<file path="src/rtl/ysyx_22050019_lsu_axi_pkg.sv">
// Shared types and helpers for the AXI4-Lite load/store unit.
// Misaligned-access trapping is built in only when YSYX_22050019_LSU_MISALIGN_CHK_EN is defined.
package ysyx_22050019_lsu_pkg;

  typedef enum logic [2:0] {
    S_IDLE,
    S_RD_ADDR,
    S_RD_DATA,
    S_WR_REQ,
    S_WR_RESP
  } lsu_state_e;

  localparam logic [2:0] F3_LB  = 3'b000;
  localparam logic [2:0] F3_LH  = 3'b001;
  localparam logic [2:0] F3_LW  = 3'b010;
  localparam logic [2:0] F3_LD  = 3'b011;
  localparam logic [2:0] F3_LBU = 3'b100;
  localparam logic [2:0] F3_LHU = 3'b101;
  localparam logic [2:0] F3_LWU = 3'b110;

  localparam logic [1:0] RESP_OKAY = 2'b00;

  // funct3[1:0] encodes log2(bytes) for both loads and stores
  function automatic logic [7:0] size_mask(input logic [1:0] sz);
    case (sz)
      2'd0:    return 8'h01;
      2'd1:    return 8'h03;
      2'd2:    return 8'h0F;
      default: return 8'hFF;
    endcase
  endfunction

  function automatic logic is_misaligned(input logic [2:0] off, input logic [1:0] sz);
    case (sz)
      2'd0:    return 1'b0;
      2'd1:    return off[0];
      2'd2:    return |off[1:0];
      default: return |off;
    endcase
  endfunction

endpackage

</file>
<file path="src/rtl/ysyx_22050019_lsu_axi_if.sv">
// AXI4-Lite bus between the LSU (master) and memory/peripheral fabric (slave).
interface ysyx_22050019_lsu_axi_if #(
  parameter int ADDR_W = 32,
  parameter int DATA_W = 64
);
  logic [ADDR_W-1:0]   araddr;
  logic                arvalid;
  logic                arready;
  logic [DATA_W-1:0]   rdata;
  logic [1:0]          rresp;
  logic                rvalid;
  logic                rready;
  logic [ADDR_W-1:0]   awaddr;
  logic                awvalid;
  logic                awready;
  logic [DATA_W-1:0]   wdata;
  logic [DATA_W/8-1:0] wstrb;
  logic                wvalid;
  logic                wready;
  logic [1:0]          bresp;
  logic                bvalid;
  logic                bready;

  modport master (
    output araddr, arvalid, input arready,
    input  rdata, rresp, rvalid, output rready,
    output awaddr, awvalid, input awready,
    output wdata, wstrb, wvalid, input wready,
    input  bresp, bvalid, output bready
  );

  modport slave (
    input  araddr, arvalid, output arready,
    output rdata, rresp, rvalid, input rready,
    input  awaddr, awvalid, output awready,
    input  wdata, wstrb, wvalid, output wready,
    output bresp, bvalid, input bready
  );
endinterface

</file>
<file path="src/rtl/ysyx_22050019_lsu_align.sv">
// Combinational lane steering: store data/strobe shift-up and load shift-down plus extension.
module ysyx_22050019_lsu_align
  import ysyx_22050019_lsu_pkg::*;
#(
  parameter int DATA_W = 64,
  parameter int STRB_W = DATA_W / 8,
  parameter int OFF_W  = $clog2(STRB_W)
) (
  input  logic [OFF_W-1:0]  i_st_off,
  input  logic [2:0]        i_st_funct3,
  input  logic [DATA_W-1:0] i_st_data,
  output logic [STRB_W-1:0] o_wstrb,
  output logic [DATA_W-1:0] o_wdata,
  input  logic [OFF_W-1:0]  i_ld_off,
  input  logic [2:0]        i_ld_funct3,
  input  logic [DATA_W-1:0] i_ld_data,
  output logic [DATA_W-1:0] o_ld_data
);

  logic [STRB_W+7:0] w_mask;
  logic [DATA_W-1:0] w_sh;

  always_comb begin
    // lanes pushed past the top of the bus are simply dropped
    w_mask  = (STRB_W+8)'(size_mask(i_st_funct3[1:0])) << i_st_off;
    o_wstrb = w_mask[STRB_W-1:0];
    o_wdata = i_st_data << {i_st_off, 3'b000};

    w_sh      = i_ld_data >> {i_ld_off, 3'b000};
    o_ld_data = w_sh;
    case (i_ld_funct3)
      F3_LB:  o_ld_data = {{(DATA_W-8){w_sh[7]}},   w_sh[7:0]};
      F3_LH:  o_ld_data = {{(DATA_W-16){w_sh[15]}}, w_sh[15:0]};
      F3_LW:  o_ld_data = {{(DATA_W-32){w_sh[31]}}, w_sh[31:0]};
      F3_LD:  o_ld_data = w_sh;
      F3_LBU: o_ld_data = {{(DATA_W-8){1'b0}},  w_sh[7:0]};
      F3_LHU: o_ld_data = {{(DATA_W-16){1'b0}}, w_sh[15:0]};
      F3_LWU: o_ld_data = {{(DATA_W-32){1'b0}}, w_sh[31:0]};
      default: o_ld_data = w_sh;
    endcase
  end

endmodule

</file>
<file path="src/rtl/ysyx_22050019_lsu_axi.sv">
// MEM-stage load/store unit: one AXI4-Lite transaction per request, stalls the pipe meanwhile.
// Define YSYX_22050019_LSU_MISALIGN_CHK_EN to trap misaligned accesses instead of issuing them.
module ysyx_22050019_lsu_axi
  import ysyx_22050019_lsu_pkg::*;
#(
  parameter int ADDR_W = 32,
  parameter int DATA_W = 64
) (
  input  logic              clk,
  input  logic              rst_n,
  input  logic              mem_ren,
  input  logic              mem_wen,
  input  logic [ADDR_W-1:0] mem_addr,
  input  logic [DATA_W-1:0] mem_wdata,
  input  logic [2:0]        mem_funct3,
  output logic [DATA_W-1:0] lsu_rdata,
  output logic              lsu_stall_req,
  output logic              lsu_bus_err,
  output logic              lsu_misalign,
  ysyx_22050019_lsu_axi_if.master axi
);

  localparam int STRB_W = DATA_W / 8;
  localparam int OFF_W  = $clog2(STRB_W);

  lsu_state_e        r_state;
  logic [ADDR_W-1:0] r_addr;
  logic [2:0]        r_funct3;
  logic [DATA_W-1:0] r_wdata;
  logic [STRB_W-1:0] r_wstrb;
  logic              r_arvalid, r_rready, r_awvalid, r_wvalid, r_bready;

  logic [STRB_W-1:0] w_st_strb;
  logic [DATA_W-1:0] w_st_data;
  logic [DATA_W-1:0] w_ld_data;
  logic              w_mis, w_req, w_idle, w_rd_done, w_wr_done, w_done;
  logic              w_aw_fin, w_w_fin;

  ysyx_22050019_lsu_align #(.DATA_W(DATA_W)) u_align (
    .i_st_off    (mem_addr[OFF_W-1:0]),
    .i_st_funct3 (mem_funct3),
    .i_st_data   (mem_wdata),
    .o_wstrb     (w_st_strb),
    .o_wdata     (w_st_data),
    .i_ld_off    (r_addr[OFF_W-1:0]),
    .i_ld_funct3 (r_funct3),
    .i_ld_data   (axi.rdata),
    .o_ld_data   (w_ld_data)
  );

`ifdef YSYX_22050019_LSU_MISALIGN_CHK_EN
  assign w_mis = (mem_ren | mem_wen) & is_misaligned(mem_addr[2:0], mem_funct3[1:0]);
`else
  assign w_mis = 1'b0;
`endif

  assign w_idle    = (r_state == S_IDLE);
  assign w_req     = (mem_ren | mem_wen) & ~w_mis;
  assign w_rd_done = (r_state == S_RD_DATA) & axi.rvalid;
  assign w_wr_done = (r_state == S_WR_RESP) & axi.bvalid;
  assign w_done    = w_rd_done | w_wr_done;
  // a channel is finished once its valid has dropped or it handshakes this cycle
  assign w_aw_fin  = ~r_awvalid | axi.awready;
  assign w_w_fin   = ~r_wvalid  | axi.wready;

  always_ff @(posedge clk or negedge rst_n) begin
    if (!rst_n) begin
      r_state   <= S_IDLE;
      r_addr    <= '0;
      r_funct3  <= '0;
      r_wdata   <= '0;
      r_wstrb   <= '0;
      r_arvalid <= 1'b0;
      r_rready  <= 1'b0;
      r_awvalid <= 1'b0;
      r_wvalid  <= 1'b0;
      r_bready  <= 1'b0;
    end else begin
      case (r_state)
        S_IDLE: if (w_req) begin
          r_addr   <= mem_addr;
          r_funct3 <= mem_funct3;
          r_wdata  <= w_st_data;
          r_wstrb  <= w_st_strb;
          if (mem_ren) begin
            r_state   <= S_RD_ADDR;
            r_arvalid <= 1'b1;
          end else begin
            r_state   <= S_WR_REQ;
            r_awvalid <= 1'b1;
            r_wvalid  <= 1'b1;
          end
        end
        S_RD_ADDR: if (axi.arready) begin
          r_arvalid <= 1'b0;
          r_rready  <= 1'b1;
          r_state   <= S_RD_DATA;
        end
        S_RD_DATA: if (axi.rvalid) begin
          r_rready <= 1'b0;
          r_state  <= S_IDLE;
        end
        S_WR_REQ: begin
          if (axi.awready) r_awvalid <= 1'b0;
          if (axi.wready)  r_wvalid  <= 1'b0;
          if (w_aw_fin && w_w_fin) begin
            r_bready <= 1'b1;
            r_state  <= S_WR_RESP;
          end
        end
        S_WR_RESP: if (axi.bvalid) begin
          r_bready <= 1'b0;
          r_state  <= S_IDLE;
        end
        default: r_state <= S_IDLE;
      endcase
    end
  end

  assign axi.araddr  = r_addr;
  assign axi.arvalid = r_arvalid;
  assign axi.rready  = r_rready;
  assign axi.awaddr  = r_addr;
  assign axi.awvalid = r_awvalid;
  assign axi.wdata   = r_wdata;
  assign axi.wstrb   = r_wstrb;
  assign axi.wvalid  = r_wvalid;
  assign axi.bready  = r_bready;

  // rst_n gating keeps the combinational outputs quiet while held in reset
  assign lsu_stall_req = rst_n & ((w_idle & w_req) | (~w_idle & ~w_done));
  assign lsu_rdata     = w_rd_done ? w_ld_data : '0;
  assign lsu_bus_err   = (w_rd_done & (axi.rresp != RESP_OKAY)) |
                         (w_wr_done & (axi.bresp != RESP_OKAY));
  assign lsu_misalign  = rst_n & w_idle & w_mis;

endmodule

</file>
<file path="src/flat_wrapper.sv">
// flat-port wrapper written by rule: the top's interface ports become plain ports
module ysyx_22050019_lsu_axi_flat import ysyx_22050019_lsu_pkg::*;
#(
  parameter int ADDR_W = 32,
  parameter int DATA_W = 64
)
  (clk, rst_n, mem_ren, mem_wen, mem_addr, mem_wdata, mem_funct3, lsu_rdata, lsu_stall_req, lsu_bus_err, lsu_misalign, axi_araddr, axi_arvalid, axi_arready, axi_rdata, axi_rresp, axi_rvalid, axi_rready, axi_awaddr, axi_awvalid, axi_awready, axi_wdata, axi_wstrb, axi_wvalid, axi_wready, axi_bresp, axi_bvalid, axi_bready);
  ysyx_22050019_lsu_axi_if #(.ADDR_W(ADDR_W), .DATA_W(DATA_W)) axi_i ();
  input  logic clk;
  input  logic rst_n;
  input  logic mem_ren;
  input  logic mem_wen;
  input  logic [ADDR_W-1:0] mem_addr;
  input  logic [DATA_W-1:0] mem_wdata;
  input  logic [2:0] mem_funct3;
  output logic [DATA_W-1:0] lsu_rdata;
  output logic lsu_stall_req;
  output logic lsu_bus_err;
  output logic lsu_misalign;
  output wire logic [$bits(axi_i.araddr)-1:0] axi_araddr;
  output wire logic [$bits(axi_i.arvalid)-1:0] axi_arvalid;
  input wire logic [$bits(axi_i.arready)-1:0] axi_arready;
  input wire logic [$bits(axi_i.rdata)-1:0] axi_rdata;
  input wire logic [$bits(axi_i.rresp)-1:0] axi_rresp;
  input wire logic [$bits(axi_i.rvalid)-1:0] axi_rvalid;
  output wire logic [$bits(axi_i.rready)-1:0] axi_rready;
  output wire logic [$bits(axi_i.awaddr)-1:0] axi_awaddr;
  output wire logic [$bits(axi_i.awvalid)-1:0] axi_awvalid;
  input wire logic [$bits(axi_i.awready)-1:0] axi_awready;
  output wire logic [$bits(axi_i.wdata)-1:0] axi_wdata;
  output wire logic [$bits(axi_i.wstrb)-1:0] axi_wstrb;
  output wire logic [$bits(axi_i.wvalid)-1:0] axi_wvalid;
  input wire logic [$bits(axi_i.wready)-1:0] axi_wready;
  input wire logic [$bits(axi_i.bresp)-1:0] axi_bresp;
  input wire logic [$bits(axi_i.bvalid)-1:0] axi_bvalid;
  output wire logic [$bits(axi_i.bready)-1:0] axi_bready;
  assign axi_araddr = axi_i.araddr;
  assign axi_arvalid = axi_i.arvalid;
  assign axi_i.arready = axi_arready;
  assign axi_i.rdata = axi_rdata;
  assign axi_i.rresp = axi_rresp;
  assign axi_i.rvalid = axi_rvalid;
  assign axi_rready = axi_i.rready;
  assign axi_awaddr = axi_i.awaddr;
  assign axi_awvalid = axi_i.awvalid;
  assign axi_i.awready = axi_awready;
  assign axi_wdata = axi_i.wdata;
  assign axi_wstrb = axi_i.wstrb;
  assign axi_wvalid = axi_i.wvalid;
  assign axi_i.wready = axi_wready;
  assign axi_i.bresp = axi_bresp;
  assign axi_i.bvalid = axi_bvalid;
  assign axi_bready = axi_i.bready;
  ysyx_22050019_lsu_axi #(.ADDR_W(ADDR_W), .DATA_W(DATA_W)) u_core (.clk(clk), .rst_n(rst_n), .mem_ren(mem_ren), .mem_wen(mem_wen), .mem_addr(mem_addr), .mem_wdata(mem_wdata), .mem_funct3(mem_funct3), .lsu_rdata(lsu_rdata), .lsu_stall_req(lsu_stall_req), .lsu_bus_err(lsu_bus_err), .lsu_misalign(lsu_misalign), .axi(axi_i));
endmodule
</file>
<file path="config.mk">
export PLATFORM = sky130hd
export DESIGN_NAME = ysyx_22050019_lsu_axi_flat
export DESIGN_NICKNAME = d
export VERILOG_FILES = /design/src/rtl/ysyx_22050019_lsu_axi_pkg.sv /design/src/rtl/ysyx_22050019_lsu_axi_if.sv /design/src/rtl/ysyx_22050019_lsu_align.sv /design/src/rtl/ysyx_22050019_lsu_axi.sv /design/src/flat_wrapper.sv
export SDC_FILE = /design/constraint.sdc
export NUM_CORES = 1
export LEC_CHECK = 0
export CELL_PAD_IN_SITES_DETAIL_PLACEMENT = 2
export CELL_PAD_IN_SITES_GLOBAL_PLACEMENT = 2
export CORE_MARGIN = 2
export CORE_UTILIZATION = 27
export CTS_BUF_LIST = sky130_fd_sc_hd__clkbuf_16
export DETAILED_ROUTE_END_ITERATION = 12
export PLACE_DENSITY_LB_ADDON = 0.1
export REMOVE_ABC_BUFFERS = 1
export SLEW_MARGIN = 20
export SYNTH_ARGS = -nofsm -noshare
export SYNTH_HDL_FRONTEND = slang
export SYNTH_SLANG_ARGS = --single-unit
</file>
<file path="constraint.sdc">
create_clock -name clk -period 7.7 [get_ports clk]
set_clock_uncertainty 0.1 [all_clocks]
set_input_delay 0.77 -clock clk [delete_from_list [all_inputs] [get_ports clk]]
set_output_delay 0.77 -clock clk [all_outputs]
set_load 0.01 [all_outputs]
</file>
==> impl_metrics.tcl <==
set metrics [dict create \
    tns_ns 0 \
    vias 8753 \
    dpl-instance-area_sq_um 12680 \
    synth-edff-count 0 \
    die_height_um 184.4 \
    period_minus_slack_ns 4.903 \
    antenna_found_initial 5 \
    maxCapViolCount 0 \
    start_kind "register" \
    insertion_delay_ns 0.42 \
    drt_first_iter_violations 414 \
    grt_usage_pct 21.97 \
    grt_first_pass_wirelength_um 57240 \
    power_frac_seq_pct 22.6 \
    r2r_start "u_core.r_state[0]$_DFFE_PN0P_" \
    met2_usage_pct 36.12 \
    clkPwrFrac_pct 16.1 \
    finalMaxSlewViolations 0 \
    ir_worst_vdd_v 0.0001770 \
    async_flop_share_pct 100.0 \
    arrival_ns 4.03 \
    tightestPinTransition_ns 1.034 \
    num_io_pins 384 \
    cp_num_buf_inv 3 \
    crit_fanout 58 \
    crit_slowest_cell "clkdlybuf4s50_1" \
    grt_pass1_vias 9275 \
    coreArea_sq_um 32290 \
    cp-end-kind "output pin" \
    setup_viol 0 \
    fin_nets 1375 \
    layout_common_cells "379 x clkdlybuf4s50_1, 180 x nand2_1, 113 x dfrtp_1, 77 x mux4_2, 67 x nor2_1" \
    yosys_register_bits 115 \
    cts_root_buffer "clkbuf_16" \
    antenna_left 0 \
    fmax_mhz 203.9 \
    postCtsHoldBufs 0 \
    rsz0062_at_grt "no" \
    p_int_w 0.002853 \
    crit_family "buffers and inverters" \
    stdcell_area_sq_um 13260 \
    max_stage_delay_ns 0.63 \
    finalWirelength_um 37360 \
    swShare_pct 41.89 \
    fin_crit_sh_pct 63.68 \
    port_buffers 382 \
    vias_per_cell 5.282 \
    start_util_pct 27.21 \
    timing.critical_path.cells "buf_4 -> nor2b_1 -> nand2_1 -> nand4_1 -> buf_4 -> a311oi_1 -> clkdlybuf4s50_1" \
    die_w_um 184.4 \
    startpoint "u_core.axi.araddr[1]$_DFFE_PN0P_" \
    clock_path_buffers 2 \
    synth_area_sq_um 8787 \
    area_growth_pct 50.92 \
    clk_pin_slew_ns 0.06 \
    grt_overflow_total 0 \
    synth_cell_types 55 \
    wl_per_cell_um 22.55 \
    hpwlAfterDp_um 26540 \
    busiest_layer "met2" \
    switchingPower_w 0.002057 \
    status "finished, final reports clean" \
    met1_usage_pct 28.11 \
    comb_power_share_pct 61.3 \
    crit_top_cell "buf_4" \
    postCtsSetupRepairBufs 0 \
    drive_above_1_share_pct 13.04 \
    synth_cells 914 \
    die-area_sq_um 34000 \
    drc_errors 0 \
    hold_viol 0 \
    first_pass_iters 4 \
    layout_commonest_cell "clkdlybuf4s50_1" \
    yosysSeqAreaShare_pct 32.75 \
    cts_tree "done" \
    ys.flop_type "dfrtp_1" \
    criticalPathCategory "register to output pin" \
    clock_sinks 115 \
    leakage_nw 5.136 \
    grt_max_degree 75 \
    met3_usage_pct 7.528 \
    post_cts_resize_count 0 \
    maxSlewHeadroom_pct 31.01 \
    power.density_nw_per_um2 370.3 \
    hp-class "input port to async pin" \
    syn_avg_cell_area_sq_um 9.614 \
    htreeDepth 4 \
    fp-row-count 66 \
    cts_buffers 17 \
    finalWeightedCongestion 0.7538 \
    ys_warn_count 0 \
    cp.required_ns 6.83 \
]
flip-flops by register name, indices dropped and copies added (netlist names), 3 cells and up:
signal and cells:
u_core.axi.wstrb 8, u_core.axi.araddr 32, u_core.r_funct3 3, u_core.axi.wdata 64, u_core.r_state 3
metal layers:
layer | vias up | wire length (um)
li1 | 3978 | -
met1 | 4485 | 16020
met2 | 257 | 17980
met3 | 27 | 2972
met4 | 6 | 350
met5 | - | 38
worst paths after layout:
kind | cells after the start | to | slack [ns]
max | 7 | lsu_rdata[39] | 2.80
min | 1 | u_core.axi.wdata[22]$_DFFE_PN0P_ | 0.24
max reg2reg | 5 | u_core.axi.wdata[4]$_DFFE_PN0P_ | 4.35
min reg2reg | 2 | u_core.r_funct3[1]$_DFFE_PN0P_ | 0.38
max in group asynchronous | 2 | u_core.axi.araddr[31]$_DFFE_PN0P_ | 6.09
min in group clk | 2 | u_core.r_funct3[1]$_DFFE_PN0P_ | 0.38
power groups by stage:
stage,sequential [W],combinational (W),clock [W]
finish,0.00111,0.00301,0.000791
global route,0.00116,0.00329,0.000838
CTS,0.00112,0.00306,0.000809
detailed placement,0.00112,0.00304,0
global placement,0.00111,0.00300,0
floorplan,0.00136,0.00128,0
per-stage QoR:
stage,cells,hold WS (ns),utilization [%],setup WS (ns),total power [W]
floorplan,779,0.3744,-,1.694,0.002640
global placement,1622,0.3618,39.26,3.072,0.004103
detailed placement,1622,0.3703,39.26,2.964,0.004158
CTS,1654,0.2492,41.04,2.722,0.004983
global route,1654,0.2813,41.05,2.492,0.005283
finish,1657,0.2439,41.07,2.797,0.004911
cell usage after synthesis, drive strengths merged, types with 6 or more instances:
cell type | instances | area, sq um
clkbuf | 76 | 286.5
mux4 | 77 | 1734
buf | 59 | 377.9
nand2 | 180 | 675.7
a31oi | 32 | 200.2
inv | 6 | 22.52
nor2b | 6 | 37.54
a221oi | 16 | 140.1
o21bai | 7 | 52.55
o2bb2ai | 23 | 201.4
a22o | 40 | 350.3
nand2b | 9 | 56.30
nor2 | 68 | 255.2
o21ai | 11 | 55.05
a21oi | 51 | 255.2
nor3 | 8 | 40.04
dfrtp | 115 | 2878
mux2i | 39 | 390.4
mux2 | 15 | 168.9
a311oi | 32 | 286.5
cells by family after synthesis:
logic type | Yosys count | synth area share [%]
simple gates | 292 | 13.77
compound gates | 234 | 19.52
buf+inv | 141 | 7.817
mux | 131 | 26.10
flops | 115 | 32.75
other cells | 1 | 0.04268
final cells by class:
| cell class | instances | area [sq um] |
|---|---|---|
| Multi-Input combinational cell | 658 | 5261 |
| Timing Repair Buffer | 401 | 3960 |
| Clock inverter | 15 | 148.9 |
| Tap cell | 442 | 553.0 |
| Clock buffer | 17 | 425.4 |
| Antenna cell | 3 | 7.507 |
| Sequential cell | 115 | 2883 |
| Fill cell | 3469 | 19030 |
| Inverter | 6 | 22.52 |
Power figures use the tool's default switching activity.
